==> src/rtl/count_pkg.sv <==
`default_nettype none
// ============================================================================
// Module  : count_pkg
// Purpose : Default generics and direction encodings for the LED up/down count.
// Revision: 1.0
// ============================================================================
package count_pkg;

  localparam int DEFAULT_WIDTH        = 4;
  localparam int DEFAULT_PRESCALE_W   = 25;
  localparam int DEFAULT_PRESCALE_MAX = (2 ** 25) - 1;

  localparam logic DIR_UP   = 1'b1;
  localparam logic DIR_DOWN = 1'b0;

endpackage : count_pkg
`default_nettype wire

==> src/rtl/count_updown_prescaled_if.sv <==
`default_nettype none
// ============================================================================
// Module  : count_updown_prescaled_if
// Purpose : LED-count partition interface; master drives controls, slave is RM.
// Revision: 1.0
// ============================================================================
interface count_updown_prescaled_if
  import count_pkg::*;
#(
  parameter int WIDTH = DEFAULT_WIDTH
);

  logic             en;
  logic             dir;
  logic             wrap_en;
  logic             load;
  logic [WIDTH-1:0] load_val;
  logic [WIDTH-1:0] count_out;
  logic             tick;
  logic             tc;

  modport master (
    output en, dir, wrap_en, load, load_val,
    input  count_out, tick, tc
  );

  modport slave (
    input  en, dir, wrap_en, load, load_val,
    output count_out, tick, tc
  );

endinterface : count_updown_prescaled_if
`default_nettype wire

==> src/rtl/count_prescaler.sv <==
`default_nettype none
// ============================================================================
// Module  : count_prescaler
// Purpose : Free-running enable-gated divider; step pulses on the terminal phase.
// Revision: 1.0
// ============================================================================
module count_prescaler
  import count_pkg::*;
#(
  parameter int PRESCALE_W   = DEFAULT_PRESCALE_W,
  parameter int PRESCALE_MAX = DEFAULT_PRESCALE_MAX
) (
  input  wire logic clk,
  input  wire logic rst_n,
  input  wire logic en,
  input  wire logic clr,
  output logic      step
);

  localparam logic [PRESCALE_W-1:0] c_max = PRESCALE_W'(PRESCALE_MAX);
  localparam logic [PRESCALE_W-1:0] c_one = PRESCALE_W'(1);

  logic [PRESCALE_W-1:0] r_phase;
  logic                  w_at_max;

  assign w_at_max = (r_phase == c_max);
  assign step     = en & w_at_max;

  // Disabled cycles leave the phase untouched so re-enabling adds no extra step.
  always_ff @(posedge clk or negedge rst_n) begin
    if (!rst_n) begin
      r_phase <= '0;
    end else if (clr) begin
      r_phase <= '0;
    end else if (en) begin
      r_phase <= w_at_max ? '0 : (r_phase + c_one);
    end
  end

endmodule : count_prescaler
`default_nettype wire

==> src/rtl/count_updown_prescaled.sv <==
`default_nettype none
// ============================================================================
// Module  : count_updown_prescaled
// Purpose : Prescaled up/down LED counter with wrap/saturate, load and tc flag.
// Revision: 1.0
// ============================================================================
module count_updown_prescaled
  import count_pkg::*;
#(
  parameter int               WIDTH        = DEFAULT_WIDTH,
  parameter int               PRESCALE_W   = DEFAULT_PRESCALE_W,
  parameter int               PRESCALE_MAX = DEFAULT_PRESCALE_MAX,
  parameter logic [WIDTH-1:0] RESET_VAL    = '1
) (
  input wire logic                clk,
  input wire logic                rst_n,
  count_updown_prescaled_if.slave bus
);

  localparam logic [WIDTH-1:0] c_max = '1;
  localparam logic [WIDTH-1:0] c_one = WIDTH'(1);

  logic             w_step;
  logic             w_at_bound;
  logic [WIDTH-1:0] w_stepped;
  logic [WIDTH-1:0] w_next;
  logic [WIDTH-1:0] r_count;
  logic             r_tick;
  logic             r_tc;

  count_prescaler #(
    .PRESCALE_W   (PRESCALE_W),
    .PRESCALE_MAX (PRESCALE_MAX)
  ) u_prescaler (
    .clk   (clk),
    .rst_n (rst_n),
    .en    (bus.en),
    .clr   (bus.load),
    .step  (w_step)
  );

  // Modulo arithmetic gives the wrap result for free; saturation just holds.
  always_comb begin
    w_at_bound = 1'b0;
    w_stepped  = r_count;
    if (bus.dir == DIR_UP) begin
      w_at_bound = (r_count == c_max);
      w_stepped  = r_count + c_one;
    end else begin
      w_at_bound = (r_count == '0);
      w_stepped  = r_count - c_one;
    end
    w_next = (w_at_bound && !bus.wrap_en) ? r_count : w_stepped;
  end

  always_ff @(posedge clk or negedge rst_n) begin
    if (!rst_n) begin
      r_count <= RESET_VAL;
      r_tick  <= 1'b0;
      r_tc    <= 1'b0;
    end else if (bus.load) begin
      r_count <= bus.load_val;
      r_tick  <= 1'b0;
      r_tc    <= 1'b0;
    end else if (w_step) begin
      r_count <= w_next;
      r_tick  <= 1'b1;
      r_tc    <= w_at_bound;
    end else begin
      r_tick  <= 1'b0;
      r_tc    <= 1'b0;
    end
  end

  assign bus.count_out = r_count;
  assign bus.tick      = r_tick;
  assign bus.tc        = r_tc;

endmodule : count_updown_prescaled
`default_nettype wire
==> src/flat_wrapper.sv <==
// flat-port wrapper written by rule: the top's interface ports become plain ports
module count_updown_prescaled_flat import count_pkg::*;
#(
  parameter int               WIDTH        = DEFAULT_WIDTH,
  parameter int               PRESCALE_W   = DEFAULT_PRESCALE_W,
  parameter int               PRESCALE_MAX = DEFAULT_PRESCALE_MAX,
  parameter logic [WIDTH-1:0] RESET_VAL    = '1
)
  (clk, rst_n, bus_en, bus_dir, bus_wrap_en, bus_load, bus_load_val, bus_count_out, bus_tick, bus_tc);
  count_updown_prescaled_if #(.WIDTH(WIDTH)) bus_i ();
  input wire logic clk;
  input wire logic rst_n;
  input wire logic [$bits(bus_i.en)-1:0] bus_en;
  input wire logic [$bits(bus_i.dir)-1:0] bus_dir;
  input wire logic [$bits(bus_i.wrap_en)-1:0] bus_wrap_en;
  input wire logic [$bits(bus_i.load)-1:0] bus_load;
  input wire logic [$bits(bus_i.load_val)-1:0] bus_load_val;
  output wire logic [$bits(bus_i.count_out)-1:0] bus_count_out;
  output wire logic [$bits(bus_i.tick)-1:0] bus_tick;
  output wire logic [$bits(bus_i.tc)-1:0] bus_tc;
  assign bus_i.en = bus_en;
  assign bus_i.dir = bus_dir;
  assign bus_i.wrap_en = bus_wrap_en;
  assign bus_i.load = bus_load;
  assign bus_i.load_val = bus_load_val;
  assign bus_count_out = bus_i.count_out;
  assign bus_tick = bus_i.tick;
  assign bus_tc = bus_i.tc;
  count_updown_prescaled #(.WIDTH(WIDTH), .PRESCALE_W(PRESCALE_W), .PRESCALE_MAX(PRESCALE_MAX), .RESET_VAL(RESET_VAL)) u_core (.clk(clk), .rst_n(rst_n), .bus(bus_i));
endmodule
==> config.mk <==
export PLATFORM = sky130hd
export DESIGN_NAME = count_updown_prescaled_flat
export DESIGN_NICKNAME = d
export VERILOG_FILES = /design/src/rtl/count_pkg.sv /design/src/rtl/count_updown_prescaled_if.sv /design/src/rtl/count_prescaler.sv /design/src/rtl/count_updown_prescaled.sv /design/src/flat_wrapper.sv
export SDC_FILE = /design/constraint.sdc
export NUM_CORES = 1
export LEC_CHECK = 0
export BUFFER_PORTS_ARGS = -buffer_cell sky130_fd_sc_hd__buf_2
export CAP_MARGIN = 25
export CORE_MARGIN = 1.5
export CORE_UTILIZATION = 55
export CTS_CLUSTER_SIZE = 40
export DETAILED_ROUTE_END_ITERATION = 8
export PLACE_DENSITY = 0.75
export REMOVE_ABC_BUFFERS = 1
export SLEW_MARGIN = 30
export SYNTH_ARGS = -nofsm -noshare
export SYNTH_HDL_FRONTEND = slang
export SYNTH_SLANG_ARGS = --single-unit
==> constraint.sdc <==
create_clock -name clk -period 5.9 [get_ports clk]
set_clock_uncertainty 0.15 [all_clocks]
set_input_delay 1.475 -clock clk [delete_from_list [all_inputs] [get_ports clk]]
set_output_delay 1.475 -clock clk [all_outputs]
set_load 0.01 [all_outputs]
==> results.json <==
{
  "crit_slowest_cell": "nand2b_1",
  "path_class": "input pin to register",
  "cts.sinks": 31,
  "drt_first_iter_violations": 63,
  "hold_buffers": 0,
  "portBuffers": 15,
  "die_area_mm2": 0.00349,
  "postCtsSetupBuffers": 0,
  "routedWlPerCell_um": 14.1,
  "global_route.usage.met1_pct": 27.1,
  "htree_levels": 2,
  "ys_types": 36,
  "numCtsBuffers": 5,
  "avgViaCountPerCell": 5.58,
  "num_io_pins": 16,
  "path_clk_slew_ps": 90,
  "synth-edff-count": 0,
  "grt_pass1_vias": 1277,
  "vias": 1318,
  "yosysSeqAreaShare_pct": 45.1,
  "cts-root-buf": "clkbuf_4",
  "finalCritPeriodShare_pct": 51.2,
  "min_path_cells": 1,
  "yosys_register_bits": 31,
  "netlist.area_leader.share_pct": 39.0,
  "clock_latency_ps": 340,
  "track_usage_pct": 22.1,
  "wl_mm": 3.32,
  "syn-cell-area_mm2": 0.00173,
  "reg2reg_depth": 5,
  "crit_buf_inv": 1,
  "yosysWarnings": 0,
  "antennaDiodeCount": 0,
  "critPathTopFamily": "simple AND/OR/NAND/NOR gates",
  "area_growth_pct": 9.11,
  "grt_max_degree": 32,
  "gr-usage-met2_pct": 36.0,
  "die_y_um": 59.1,
  "dp.cells": 228,
  "cp.depth": 6,
  "cts.repair.resized": 0,
  "detail-route-antenna-nets": 0,
  "gp_congestion": 0.874,
  "arrival_ps": 3060,
  "drc": 0,
  "leakage_nw": 0.845,
  "overflow": 0,
  "hpwlAfterDp_mm": 2.37,
  "finalSetupViolCount": 0,
  "async_flop_share_pct": 100,
  "power.internal_mw": 0.289,
  "rsz0062_at_grt": "no",
  "synth_top_cell_by_area": "dfrtp_1",
  "synth_common_cells": "nor2_1 (30), dfrtp_1 (27), xor2_1 (20)",
  "slew_violations": 0,
  "syn_avg_cell_area_um2": 9.78,
  "die_w_um": 59.1,
  "antenna_found_initial": 0,
  "layoutNonFillerInstCount": 236,
  "synthCells": 177,
  "grt.busiest_layer": "met2",
  "hold_class": "register to register",
  "maxSlewHeadroom_pct": 49.1,
  "min_period_ps": 3020,
  "core_mm2": 0.00303,
  "synth_ff_type": "dfrtp_1",
  "critPathMaxFanout": 20,
  "clockPowerShare_pct": 33.5,
  "fin_nets": 205,
  "critPathLaunchType": "input pin",
  "whs_ps": 397,
  "cpPeakStageDelay_ps": 580,
  "fin_setup_tns_ps": 0,
  "powerDensity_mw_per_mm2": 204,
  "crit_chain": "buf_2, nand4_2, nor4_4, nand3_1, nand2b_1, nor2_1",
  "grt_util_met3_pct": 6.99,
  "p_sw_share_pct": 25.1,
  "row_count": 20,
  "firstDrtPassIters": 4,
  "status": "finished clean",
  "synthTopCellsByArea": "dfrtp_1 (39%), xor2_1 (10%), nor2_1 (6.5%)",
  "finalHoldViolations": 0,
  "floorplan.initialDensity_pct": 57.1,
  "fmax_ghz": 0.331,
  "cts_tree": "done",
  "critPathRequiredTime_ps": 5930,
  "yosysMostFrequentCell": "nor2_1",
  "irDropWorstVdd_v": 0.000110,
  "pwr-share-seq_pct": 58.0,
  "p_switching_mw": 0.0967,
  "pwr-share-comb_pct": 8.6,
  "cts.path.max_buffers": 2,
  "tightest_slew_ps": 760,
  "cap_violations": 0,
  "drive_above_1_share_pct": 17.7,
  "grt_pass1_wl_mm": 5.75,
  "cp-end-kind": "register"
}
[per-layer routing]
layer | routed length, µm | vias up | share of wire [%]
met2 | 1580 | 32 | 48
met5 | 0 | - | 0
met4 | 67 | 0 | 2.0
met1 | 1520 | 631 | 46
met3 | 149 | 7 | 4.5
li1 | - | 648 | -
[flip-flops by register name, indices dropped and copies added (netlist names)]
signal and count:
u_core.bus.count_out 4, u_core.bus.tc 1, u_core.bus.tick 1, u_core.u_prescaler.r_phase 25
[worst paths after layout]
path | startpoint | end | slack (ps)
min reg2reg | u_core.u_prescaler.r_phase[11] | u_core.u_prescaler.r_phase[11] | 400
max | bus_en | u_core.u_prescaler.r_phase[2] | 2880
min | u_core.u_prescaler.r_phase[11] | u_core.u_prescaler.r_phase[11] | 400
max reg2reg | u_core.u_prescaler.r_phase[4] | u_core.u_prescaler.r_phase[2] | 3440
min in group asynchronous | rst_n | u_core.u_prescaler.r_phase[5] | 1010
max in group asynchronous | rst_n | u_core.u_prescaler.r_phase[2] | 4150
[kinds of logic after synthesis]
| kind of cell | share of synthesized area [%] |
|---|---|
| XOR/XNOR | 12.7 |
| adder cells (fa/ha/maj) | 3.33 |
| flip-flops | 45.1 |
| AO/OA/AOI/OAI | 5.57 |
| multiplexers | 0.578 |
| buffers and inverters | 2.31 |
| AND/OR/NAND/NOR | 30.4 |
[stage by stage]
stage | power [mW] | util (%) | setup slack, ps | cell area, µm²
3_5_place_dp | 0.261 | 60.4 | 2500 | 1830
6_report | 0.386 | 62.4 | 2880 | 1890
3_3_place_gp | 0.259 | 60.4 | 2600 | 1830
4_1_cts | 0.389 | 62.4 | 2850 | 1890
2_1_floorplan | 0.244 | - | 3000 | 1700
5_1_grt | 0.404 | 62.4 | 2670 | 1890
[worst register-to-register path, delay by kind of cell (launching register included)]
kind | cells | cell delay [ps]
DFF | 1 | 480
and+or+nand+nor | 5 | 1680
[area by class of cell]
class / count / area (µm²)
timing repair buffer: 15 / 75.1
sequential: 31 / 781
clock buffer: 7 / 55.1
fill: 261 / 1140
tap: 44 / 55.1
clock inverter: 1 / 5.00
inverter: 2 / 7.51
multi-input combinational: 136 / 910
[power groups by stage]
stage          Combinational (mW)  Clock [mW]  Sequential [mW]
6_report                   0.0331       0.129            0.224
5_1_grt                    0.0382       0.141            0.225
4_1_cts                    0.0338       0.131            0.224
3_5_place_dp               0.0336           0            0.228
3_3_place_gp               0.0321           0            0.227
2_1_floorplan              0.0165           0            0.228
[cell usage in the layout (no fill, tap or decap), types with 2 or more instances in the layout]
cell type / Yosys / layout
nand3_1: 15 / 15
o21ai_0: 3 / 3
inv_1: 2 / 2
dfrtp_1: 27 / 27
xor2_1: 20 / 20
nand4_1: 11 / 11
a311oi_1: 2 / 2
nor3_1: 3 / 3
ha_1: 3 / 3
dfstp_2: 4 / 4
buf_2: 2 / 15
nand2b_1: 2 / 2
nor2_1: 30 / 30
xnor2_1: 5 / 5
a21oi_1: 3 / 3
and3_1: 3 / 3
nand4_2: 3 / 3
nand3b_1: 3 / 3
nand2_1: 13 / 13
clkbuf_4: 0 / 5
nor2b_1: 2 / 2
No activity file was read; power rests on OpenSTA's default activity.
